<file path="config.mk">
export PLATFORM = sky130hd
export DESIGN_NAME = main_ctrl_pipe
export DESIGN_NICKNAME = d
export VERILOG_FILES = /design/src/rtl/cpu_ctrl_pkg.sv /design/src/rtl/main_ctrl_decode.sv /design/src/rtl/main_ctrl_pipe.sv
export SDC_FILE = /design/constraint.sdc
export NUM_CORES = 1
export LEC_CHECK = 0
export ABC_AREA = 0
export BUFFER_PORTS_ARGS = -buffer_cell sky130_fd_sc_hd__buf_4
export CAP_MARGIN = 20
export CORE_MARGIN = 8
export CORE_UTILIZATION = 50
export CTS_BUF_LIST = sky130_fd_sc_hd__clkbuf_8
export CTS_CLUSTER_DIAMETER = 80
export DETAILED_ROUTE_END_ITERATION = 10
export PLACE_DENSITY_LB_ADDON = 0.3
export REMOVE_ABC_BUFFERS = 1
export SYNTH_ARGS = -nofsm -noshare
export SYNTH_HDL_FRONTEND = slang
export SYNTH_SLANG_ARGS = --single-unit
</file>
<file path="constraint.sdc">
create_clock -name clk -period 6.5 [get_ports clk]
set_input_delay 1.3 -clock clk [delete_from_list [all_inputs] [get_ports clk]]
set_output_delay 1.3 -clock clk [all_outputs]
set_load 0.05 [all_outputs]
</file>
<file path="src/rtl/cpu_ctrl_pkg.sv">
// Shared control definitions for the decode-stage main control and the EX-stage ALU control decoder.
package cpu_ctrl_pkg;

  localparam int unsigned INSTR_W = 32;
  localparam int unsigned OPC_W   = 11;
  localparam int unsigned REG_W   = 5;

  localparam logic [REG_W-1:0] ZERO_REG = REG_W'(31);
  localparam logic [REG_W-1:0] LINK_REG = REG_W'(30);

  typedef enum logic [1:0] {
    ALU_OP_PASSB = 2'b00,
    ALU_OP_ADD   = 2'b01,
    ALU_OP_SUB   = 2'b10,
    ALU_OP_OTHER = 2'b11
  } alu_op_e;

  typedef enum logic [2:0] {
    BR_NONE = 3'b000,
    BR_B    = 3'b001,
    BR_BL   = 3'b010,
    BR_BR   = 3'b011,
    BR_CBZ  = 3'b100,
    BR_BLT  = 3'b101
  } branch_e;

  // Opcode pattern: a bit participates in the match only where mask is 1.
  typedef struct packed {
    logic [OPC_W-1:0] value;
    logic [OPC_W-1:0] mask;
  } opc_pat_t;

  localparam opc_pat_t OPC_ADDI = '{value: 11'b10010001000, mask: 11'b11111111110};
  localparam opc_pat_t OPC_ADDS = '{value: 11'b10101011000, mask: 11'b11111111111};
  localparam opc_pat_t OPC_SUBS = '{value: 11'b11101011000, mask: 11'b11111111111};
  localparam opc_pat_t OPC_LDUR = '{value: 11'b11111000010, mask: 11'b11111111111};
  localparam opc_pat_t OPC_STUR = '{value: 11'b11111000000, mask: 11'b11111111111};
  localparam opc_pat_t OPC_CBZ  = '{value: 11'b10110100000, mask: 11'b11111111000};
  localparam opc_pat_t OPC_BLT  = '{value: 11'b01010100000, mask: 11'b11111111000};
  localparam opc_pat_t OPC_B    = '{value: 11'b00010100000, mask: 11'b11111100000};
  localparam opc_pat_t OPC_BL   = '{value: 11'b10010100000, mask: 11'b11111100000};
  localparam opc_pat_t OPC_BR   = '{value: 11'b11010110000, mask: 11'b11111111111};

  typedef struct packed {
    logic             valid;
    alu_op_e          alu_op;
    logic             alu_src;
    logic             mem_read;
    logic             mem_write;
    logic             reg_write;
    logic             mem_to_reg;
    logic             set_flags;
    branch_e          branch;
    logic [REG_W-1:0] rd;
  } ctrl_bundle_t;

  localparam ctrl_bundle_t BUBBLE = '{
    valid:      1'b0,
    alu_op:     ALU_OP_PASSB,
    alu_src:    1'b0,
    mem_read:   1'b0,
    mem_write:  1'b0,
    reg_write:  1'b0,
    mem_to_reg: 1'b0,
    set_flags:  1'b0,
    branch:     BR_NONE,
    rd:         ZERO_REG
  };

  function automatic logic opc_match(input logic [OPC_W-1:0] opc, input opc_pat_t pat);
    return (opc & pat.mask) == pat.value;
  endfunction

endpackage

</file>
<file path="src/rtl/main_ctrl_decode.sv">
// Combinational opcode decode into a control bundle, plus which second source field the
// instruction reads (used by load-use detection).
module main_ctrl_decode
  import cpu_ctrl_pkg::*;
(
  input  logic [OPC_W-1:0] opc,
  input  logic [REG_W-1:0] rd_field,
  output ctrl_bundle_t     ctrl_c,
  output logic             src_rm_c,
  output logic             src_rt_c,
  output logic             known_c
);

  always_comb begin
    ctrl_c       = BUBBLE;
    ctrl_c.valid = 1'b1;
    ctrl_c.rd    = rd_field;
    src_rm_c     = 1'b0;
    src_rt_c     = 1'b0;
    known_c      = 1'b1;
    if (opc_match(opc, OPC_ADDI)) begin
      ctrl_c.alu_op    = ALU_OP_ADD;
      ctrl_c.alu_src   = 1'b1;
      ctrl_c.reg_write = 1'b1;
    end else if (opc_match(opc, OPC_ADDS)) begin
      ctrl_c.alu_op    = ALU_OP_ADD;
      ctrl_c.set_flags = 1'b1;
      ctrl_c.reg_write = 1'b1;
      src_rm_c         = 1'b1;
    end else if (opc_match(opc, OPC_SUBS)) begin
      ctrl_c.alu_op    = ALU_OP_SUB;
      ctrl_c.set_flags = 1'b1;
      ctrl_c.reg_write = 1'b1;
      src_rm_c         = 1'b1;
    end else if (opc_match(opc, OPC_LDUR)) begin
      ctrl_c.alu_op     = ALU_OP_ADD;
      ctrl_c.alu_src    = 1'b1;
      ctrl_c.mem_read   = 1'b1;
      ctrl_c.mem_to_reg = 1'b1;
      ctrl_c.reg_write  = 1'b1;
    end else if (opc_match(opc, OPC_STUR)) begin
      ctrl_c.alu_op    = ALU_OP_ADD;
      ctrl_c.alu_src   = 1'b1;
      ctrl_c.mem_write = 1'b1;
      src_rt_c         = 1'b1;
    end else if (opc_match(opc, OPC_CBZ)) begin
      ctrl_c.branch = BR_CBZ;
      src_rt_c      = 1'b1;
    end else if (opc_match(opc, OPC_BLT)) begin
      ctrl_c.alu_op = ALU_OP_OTHER;
      ctrl_c.branch = BR_BLT;
    end else if (opc_match(opc, OPC_B)) begin
      ctrl_c.branch = BR_B;
    end else if (opc_match(opc, OPC_BL)) begin
      ctrl_c.branch    = BR_BL;
      ctrl_c.reg_write = 1'b1;
      ctrl_c.rd        = LINK_REG;
    end else if (opc_match(opc, OPC_BR)) begin
      ctrl_c.branch = BR_BR;
    end else begin
      known_c = 1'b0;
    end
  end

endmodule

</file>
<file path="src/rtl/main_ctrl_pipe.sv">
// Decode-stage main control: ID/EX control register, load-use hazard detection, stall and flush.
// Optional MAIN_CTRL_ILLEGAL_TRAP_EN: unmatched valid opcodes become bubbles and set sticky illegal_o.
module main_ctrl_pipe
  import cpu_ctrl_pkg::*;
(
  input  logic               clk,
  input  logic               reset_n,
  input  logic [INSTR_W-1:0] instr,
  input  logic               if_id_valid,
  input  logic               stall_in,
  input  logic               flush_in,
  output logic               load_use_stall,
  output logic               ex_valid,
  output logic [1:0]         ex_ALU_op,
  output logic               ex_ALU_src,
  output logic               ex_mem_read,
  output logic               ex_mem_write,
  output logic               ex_reg_write,
  output logic               ex_mem_to_reg,
  output logic               ex_set_flags,
  output logic [2:0]         ex_branch,
  output logic [REG_W-1:0]   ex_rd,
  output logic               illegal_o
);

  ctrl_bundle_t     dec;
  ctrl_bundle_t     idex_q;
  ctrl_bundle_t     idex_d;
  logic             src_rm;
  logic             src_rt;
  logic             known;
  logic [REG_W-1:0] rn;
  logic [REG_W-1:0] rm;
  logic [REG_W-1:0] rt;
  logic             unused_bits;

  assign rn          = instr[5 +: REG_W];
  assign rm          = instr[16 +: REG_W];
  assign rt          = instr[0 +: REG_W];
  assign unused_bits = ^instr[15:10];

  main_ctrl_decode u_decode (
    .opc      (instr[INSTR_W-1 -: OPC_W]),
    .rd_field (rt),
    .ctrl_c   (dec),
    .src_rm_c (src_rm),
    .src_rt_c (src_rt),
    .known_c  (known)
  );

  // A load in EX whose destination feeds this instruction must wait one cycle.
  assign load_use_stall = idex_q.valid && idex_q.mem_read && (idex_q.rd != ZERO_REG) && if_id_valid &&
                          ((idex_q.rd == rn) || (src_rm && (idex_q.rd == rm)) ||
                           (src_rt && (idex_q.rd == rt)));

`ifdef MAIN_CTRL_ILLEGAL_TRAP_EN
  logic illegal_q;
  logic illegal_d;

  always_comb begin
    idex_d    = idex_q;
    illegal_d = illegal_q;
    if (flush_in) begin
      idex_d = BUBBLE;
    end else if (stall_in) begin
      idex_d = idex_q;
    end else if (load_use_stall) begin
      idex_d = BUBBLE;
    end else if (if_id_valid && !known) begin
      idex_d    = BUBBLE;
      illegal_d = 1'b1;
    end else begin
      idex_d       = dec;
      idex_d.valid = if_id_valid;
    end
  end

  always_ff @(posedge clk or negedge reset_n) begin
    if (!reset_n) illegal_q <= 1'b0;
    else          illegal_q <= illegal_d;
  end

  assign illegal_o = illegal_q;
`else
  logic unused_known;
  assign unused_known = known;

  always_comb begin
    idex_d = idex_q;
    if (flush_in) begin
      idex_d = BUBBLE;
    end else if (stall_in) begin
      idex_d = idex_q;
    end else if (load_use_stall) begin
      idex_d = BUBBLE;
    end else begin
      idex_d       = dec;
      idex_d.valid = if_id_valid;
    end
  end

  assign illegal_o = 1'b0;
`endif

  // ID/EX control register; reset leaves a bubble.
  always_ff @(posedge clk or negedge reset_n) begin
    if (!reset_n) idex_q <= BUBBLE;
    else          idex_q <= idex_d;
  end

  assign ex_valid      = idex_q.valid;
  assign ex_ALU_op     = idex_q.alu_op;
  assign ex_ALU_src    = idex_q.alu_src;
  assign ex_mem_read   = idex_q.mem_read;
  assign ex_mem_write  = idex_q.mem_write;
  assign ex_reg_write  = idex_q.reg_write;
  assign ex_mem_to_reg = idex_q.mem_to_reg;
  assign ex_set_flags  = idex_q.set_flags;
  assign ex_branch     = idex_q.branch;
  assign ex_rd         = idex_q.rd;

endmodule

</file>
After elaboration in Yosys (flattened, before gate mapping)
Cells that the tools add are included.
W data, S select, Z words.

operators by class
  eq/ne operators = 15
  mux-type cells = 50
  reduce and logical (&&, ||, !) cells = 8

operator list
  kind                    count
  $eq A11 B11 Y1 const B  5
  $mux W17                3
  $mux W8                 4
  $mux W3                 8
  $mux W1                 23
  $mux W5                 4
  $eq A5 B5 Y1            3
  $mux W2                 7
  $eq A10 B10 Y1 const B  1
  $mux W10                1
  $eq A8 B7 Y1 const B    1
  $eq A8 B8 Y1 const B    1
  $eq A6 B3 Y1 const B    1
  $eq A6 B6 Y1 const B    1
  $logic_and A1 B1 Y1     6
  $ne A5 B5 Y1 const B    1
  $logic_or A1 B1 Y1      2
  $ne A2 B1 Y1 const B    1

storage, ports and cells
  register bits = 17
  logic and storage cells = 83

Longest topological paths before layout
Gate-level depths: netlist (run 1).

  depth after elaboration = 14
  mapped depth = 7

Cells and area by module
A second synthesis (run 1) with hierarchy kept.

unflattened totals
  cell total of the unflattened synthesis = 192
  area, all modules = 1,634.1 um^2

by module, submodules not included
  module            instances  cells each  area each (um^2)  seq. area each (um^2)
  main_ctrl_pipe    1          148         1,342.5           431.7
  main_ctrl_decode  1          44          291.5             0.0

Least setup slack after synthesis (run 1)
No wires, ideal clock.

  path kind = input to output
  start point = input instr[24]
  end point = output load_use_stall
  data arrival time = 2.914 ns
  slack = 2.286 ns
  cell stages on the path = 6
  buffers on the path = 1
  path through = nor4b_2 > nand4_1 > a2111oi_4 > or3_4 > buf_6 > and2_1

on the way
  word-level cells in the longest chain between the ends = 10

RTL lines
  what                   RTL line                RTL
  from (decl)            main_ctrl_pipe.sv:8     input logic [INSTR_W-1:0] instr,
  $eq A8 B8 Y1           cpu_ctrl_pkg.sv:71      return (opc & pat.mask) == pat.value;
  $mux W1                main_ctrl_decode.sv:46  end else if (opc_match(opc, OPC_CBZ)) begin
  $mux W1                main_ctrl_decode.sv:41  end else if (opc_match(opc, OPC_STUR)) begin
  $mux W1                main_ctrl_decode.sv:35  end else if (opc_match(opc, OPC_LDUR)) begin
  $mux W1                main_ctrl_decode.sv:30  end else if (opc_match(opc, OPC_SUBS)) begin
  $mux W1                main_ctrl_decode.sv:25  end else if (opc_match(opc, OPC_ADDS)) begin
  $mux W1                main_ctrl_decode.sv:21  if (opc_match(opc, OPC_ADDI)) begin
  $logic_and A1 B1 Y1    main_ctrl_pipe.sv:54    (src_rt && (idex_q.rd == rt)));
  $logic_or A1 B1 Y1 *   main_ctrl_pipe.sv:53    ((idex_q.rd == rn) || (src_rm && (idex_q.rd == rm)) ||
  $logic_and A1 B1 Y1 *  main_ctrl_pipe.sv:52    assign load_use_stall = idex_q.valid && idex_q.mem_read && (idex_q.rd != ZERO_REG) && if_id_valid &&
  to (decl)              main_ctrl_pipe.sv:12    output logic load_use_stall,

Mark *: on every way between the ends. The rest lies on a longest branch, timed or not.

Worst setup path in the final report (run 1)
  start point = input instr[22]
  end point = output load_use_stall

on the way
  word-level cells in the longest chain between the ends = 9

RTL lines
  what                   RTL line
  $eq A11 B11 Y1         cpu_ctrl_pkg.sv:71
  $mux W1                main_ctrl_decode.sv:41
  $mux W1                main_ctrl_decode.sv:35
  $mux W1                main_ctrl_decode.sv:30
  $mux W1                main_ctrl_decode.sv:25
  $mux W1                main_ctrl_decode.sv:21
  $logic_and A1 B1 Y1    main_ctrl_pipe.sv:54
  $logic_or A1 B1 Y1 *   main_ctrl_pipe.sv:53
  $logic_and A1 B1 Y1 *  main_ctrl_pipe.sv:52

Marks and branches as above.

==> results of run 1 <==
## worst max-delay path by stage
stage,to,slack (ps),cells past startpoint
CTS,load_use_stall,1960,7
floorplan,load_use_stall,2350,5
detailed placement,load_use_stall,1980,7
global route,load_use_stall,1790,7
finish,load_use_stall,1910,7
global placement,load_use_stall,2080,7
## cell usage in the layout, fill, tap and decap left out, types with 4 or more instances in the layout
cell type,n
clkbuf_8,4
xnor2_1,9
nor3_1,4
a21oi_1,6
nor4_1,4
nand3_1,6
a22oi_1,5
nand2_1,14
dfstp_2,5
dfrtp_1,11
o21ai_0,7
buf_4,49
xor2_1,6
or3_1,4
o22ai_1,4
nor2_1,10
## critical path, cell delays in order
cell,delay (ps)
buf_4,130
nor4b_2,330
nand4b_1,340
nor4_2,510
or3_4,320
and2_1,160
buf_4,190
## synth_stat cells (2+ instances only)
library cell   n
a21oi_1        6
a22oi_1        5
a31oi_1        3
and2_1         2
and3_1         3
buf_4          2
clkbuf_1       4
dfrtp_1       11
dfstp_2        5
nand2_1       14
nand2b_1       2
nand3_1        6
nand4_1        3
nand4b_1       2
nor2_1        10
nor2b_1        2
nor3_1         4
nor4_1         4
nor4b_2        2
o21ai_0        7
o22ai_1        4
o31ai_1        3
or3_1          4
xnor2_1        9
xor2_1         6
## layer usage
metal  vias up  share of wire  GRT usage
met5         -              0          0
met4         0          0.013    0.06933
met3         6          0.066    0.04576
met2        58           0.49     0.3082
met1       625           0.43     0.2281
li1        625              -          -
## cells by family after synthesis
logic type / after synthesis
AOI/OAI and AO/OA: 35
xor gates and xnor gates: 15
buffers and inverters: 8
DFF: 16
other: 1
and+or+nand+nor: 67
## flip-flops by register name, indices dropped and copies added, names as in the netlist
name and cells:
ex_ALU_op 2, ex_ALU_src 1, ex_branch 3, ex_mem_read 1, ex_mem_write 1, ex_rd 5
ex_reg_write 1, ex_set_flags 1, ex_valid 1
## stage by stage
| stage | utilization | cells | cell area (sq um) | setup slack [ps] |
|---|---|---|---|---|
| floorplan | - | 135 | 1206 | 2348 |
| global route | 0.6916 | 218 | 1667 | 1793 |
| finish | 0.6916 | 218 | 1667 | 1907 |
| detailed placement | 0.6687 | 214 | 1612 | 1977 |
| global placement | 0.6687 | 214 | 1612 | 2078 |
| CTS | 0.6916 | 218 | 1667 | 1964 |
## layout make-up
class                           count  area, sq um
Inverter                            1        3.754
Tap cell                           30        37.54
Fill cell                         190        743.2
Sequential cell                    16        406.6
Clock buffer                        4        55.05
Multi-Input combinational cell    118        795.8
Timing Repair Buffer               49        367.9
## where the power goes
group	leakage, nW	total, mW	internal (mW)	switching, mW
Combinational	0.477	0.0750	0.0315	0.0434
Sequential	0.205	0.113	0.106	0.00738
Clock	0.0288	0.0907	0.0538	0.0370
Total	0.711	0.279	0.191	0.0878
==> flow_summary.toml, run 1 <==
[clock_tree]
clkSinkCount = 16
hold_buffers = 0
htree_levels = 1
postCtsSetupRepairBufs = 0
clock_latency_ps = 250
clockBufferDepth = 2
path_clk_slew_ps = 70
root_buffer = "clkbuf_8"
cts_tree = "built"
cts-resized-gates = 0
cts_made_buffers = 3

[global_route]
antenna_found_initial = 0
grt_pass1_wl_um = 6506
grt.overflow.total = 0
grt_usage = 0.1864
grt_max_degree = 17
grt_pass1_vias = 1410

[synth]
avgSynthCellArea_sq_um = 8.785
synth_area_sq_um = 1247
yosys-top-cells-area = "dfrtp_1 (22%), dfstp_2 (11%), xnor2_1 (6.3%)"
ys_seq_area_frac = 0.3260
synth-compound-area-share = 0.1976
syn_inst = 142
synth_edf_count = 0
synth_simple_gate_area_frac = 0.3320
synth_top_area_share = 0.2207
synth_xor_area_frac = 0.1053
synth.largest_area_cell = "dfrtp_1"
synth_top_family_by_area = "simple AND/OR/NAND/NOR gates"
ys_async_sr_fraction = 1.000
synth_fa_ha_area_frac = 0
ys.flop_type = "dfrtp_1"
ys_warn_count = 0
synth.area.mux_share = 0
ys_types = 44
synth_seq_cells = 16

[place]
dp_hpwl_um = 3012
gp_congestion = 0.8922
portBuffers = 48

[sta]
period_share = 0.7067
worst-slew-pin-transition_ps = 902.4
fin_setup_tns_ps = 0
drv_slew = 0
rsz0062_at_grt = "false"
worst_slew_margin_rel = 0.3972
holdWs_ps = 512.8
fin_crit_ps = 4593
finalClockSkew_ps = 0.9875
final_hold_viol_count = 0
fmax_ghz = 0.2177
setup_viol = 0

[worst_hold_path]
hold_depth = 2
holdCritStartpoint = "ex_set_flags"
min_to = "ex_set_flags"
hold_class = "register to register"

[floorplanning]
core_area_sq_um = 2410
die_area_sq_um = 4349
die_h_um = 65.95
die_w_um = 65.95
io_pins = 56
start_util = 0.5177
placementRows = 18

[final_layout]
diodes = 0
nNetsFinal = 226
areaGrowthSynthToFinish_pct = 33.60
layout-drive-gt1-share = 0.3511

[setup_path]
r2r_slack_ps = 4500
r2r_start = "ex_rd[1]"
criticalPathCategory = "input port to primary output"
cp-start-kind = "input port"
crit_required_ps = 5200
worstSetupStartpoint = "instr[22]"
end_kind = "primary output"
r2r_end = "ex_ALU_op[1]"
r2r_cells = 5
crit_fanout = 13
crit_arrival_ps = 3290

[power]
powerDensity_nw_per_um2 = 167.2
vdd_drop_max_mv = 0.1318
fin_total_pwr_uw = 278.6
p_leak_nw = 0.7111

[route]
viasPerCell = 6.028
wl_per_cell_um = 18.21
via_count = 1314
ant_nets = 0
first_pass_iters = 4
routed_wl_um = 3969
drc = 0
drtIter0Drc = 83

[job]
max_cap_viol_count = 0

[outcome]
outcome = "completed"
(Power assumes the default switching activity.)
==> run 2: changes to the inputs <==
- CORE_UTILIZATION: 50 -> 44
- clock period: 6.5 -> 4.1 ns (I/O delays scaled with it)
==> flow_summary.toml, run 2 (synthesis gave the netlist of run 1 again) <==
[final_layout]
layout-drive-gt1-share = 0.3511
largest_reg_flops = 5
final_common_cell = "buf_4"
num-fill-cells = 241
layout_common_cells = "buf_4 (49), nand2_1 (14), dfrtp_1 (11), nor2_1 (10), xnor2_1 (9)"
regArea_sq_um = 406.6
diodes = 0
areaGrowthSynthToFinish_pct = 33.70
final_util = 0.6101
fin_area_sq_um = 1668
nNetsFinal = 226
multi_input_area_sq_um = 795.8
instances_no_fill = 219

[route]
ant_nets = 0
first_pass_iters = 4
wl_per_cell_um = 17.08
via_count = 1323
drtIter0Drc = 98
drc = 0
routed_wl_um = 3740
viasPerCell = 6.041

[setup_path]
crit_arrival_ps = 2690
cp_cell_sequence = "buf_4, nor4b_2, nand4b_1, nor4_2, or3_4, and2_1, buf_4"
criticalPathCategory = "input port to primary output"
critical_path.max_stage_delay_ps = 450
crit_fanout = 13
end_kind = "primary output"
cpMostUsedCell = "buf_4"
crit_slowest_cell = "nor4_2"
cp-start-kind = "input port"
crit_required_ps = 3280

[global_route]
grt_pass1_vias = 1395
antenna_found_initial = 0
grt_pass1_wl_um = 6472
grt_usage = 0.1536
grt.overflow.total = 0
use_met1 = 0.1792
grt_max_degree = 17
use_met3 = 0.03433
met2_usage = 0.2725
grt_most_used_layer = "met2"

[clock_tree]
cts_tree = "built"
cts_made_buffers = 3
clock_latency_ps = 250
postCtsSetupRepairBufs = 0
cts-resized-gates = 0
root_buffer = "clkbuf_8"
clockBufferDepth = 2
clkSinkCount = 16
htree_levels = 1
path_clk_slew_ps = 70
hold_buffers = 0

[sta]
finalClockSkew_ps = 4.196
fin_setup_tns_ps = 0
holdWs_ps = 423.0
worst-slew-pin-transition_ps = 891.6
drv_slew = 0
final_hold_viol_count = 0
setup_viol = 0
fin_crit_ps = 3513
fmax_ghz = 0.2846
worst_slew_margin_rel = 0.4044
rsz0062_at_grt = "false"
period_share = 0.8569
fin_ws_ps = 586.6

[job]
max_cap_viol_count = 0

[power]
p_leak_nw = 0.7111
vdd_drop_max_mv = 0.2046
powerDensity_nw_per_um2 = 261.9
fin_total_pwr_uw = 436.7

[outcome]
outcome = "completed"

[place]
dp_hpwl_um = 2983
place_inst = 215
placed_cell_area_sq_um = 1613
portBuffers = 48
gp_congestion = 0.9113
place_ws_ps = 580.1

[floorplanning]
start_util = 0.4563
die_area_sq_um = 4795
core_area_sq_um = 2734
die_h_um = 69.25
die_w_um = 69.25
placementRows = 19
io_pins = 56

[worst_hold_path]
hold_class = "input port to asynchronous set/reset pin"
==> run 2: cell counts in the layout (fill, tap and decap cells not counted) <==
Identical to the previous run, type by type.
==> run 2: routing by layer <==
layer  up-vias  wire length (um)
met5         -                 0
met4         0                62
met3         8               207
met2        49              1857
met1       644              1612
li1        622                 -
==> run 2: power by group <==
part	internal, mW	switching, mW
Sequential	0.167	0.0111
Clock	0.0851	0.0557
Combinational	0.0500	0.0675
==> run 2: critical path, delay by kind of cell <==
family / cells / cell delay, ps
buffers and inverters: 2 / 320
AND/OR/NAND/NOR: 5 / 1550
==> run 2: layout make-up <==
cell class                 instances  share of cell area
sequential                        16              0.2438
timing repair buffer              49              0.2206
inverter                           1            0.002251
clock buffer                       4             0.03301
multi-input combinational        118              0.4771
tap                               31             0.02326
==> run 2: worst paths after layout <==
check / cells after the start / to / startpoint / slack [ps]
setup reg to reg: 5 / ex_ALU_src / ex_rd[1] / 2180
min in group clk: 2 / ex_set_flags / ex_set_flags / 510
hold reg to reg: 2 / ex_set_flags / ex_set_flags / 510
hold / removal: 1 / ex_mem_read / reset_n / 420
setup / recovery: 7 / load_use_stall / instr[22] / 590
max in group asynchronous: 1 / ex_rd[2] / reset_n / 3420
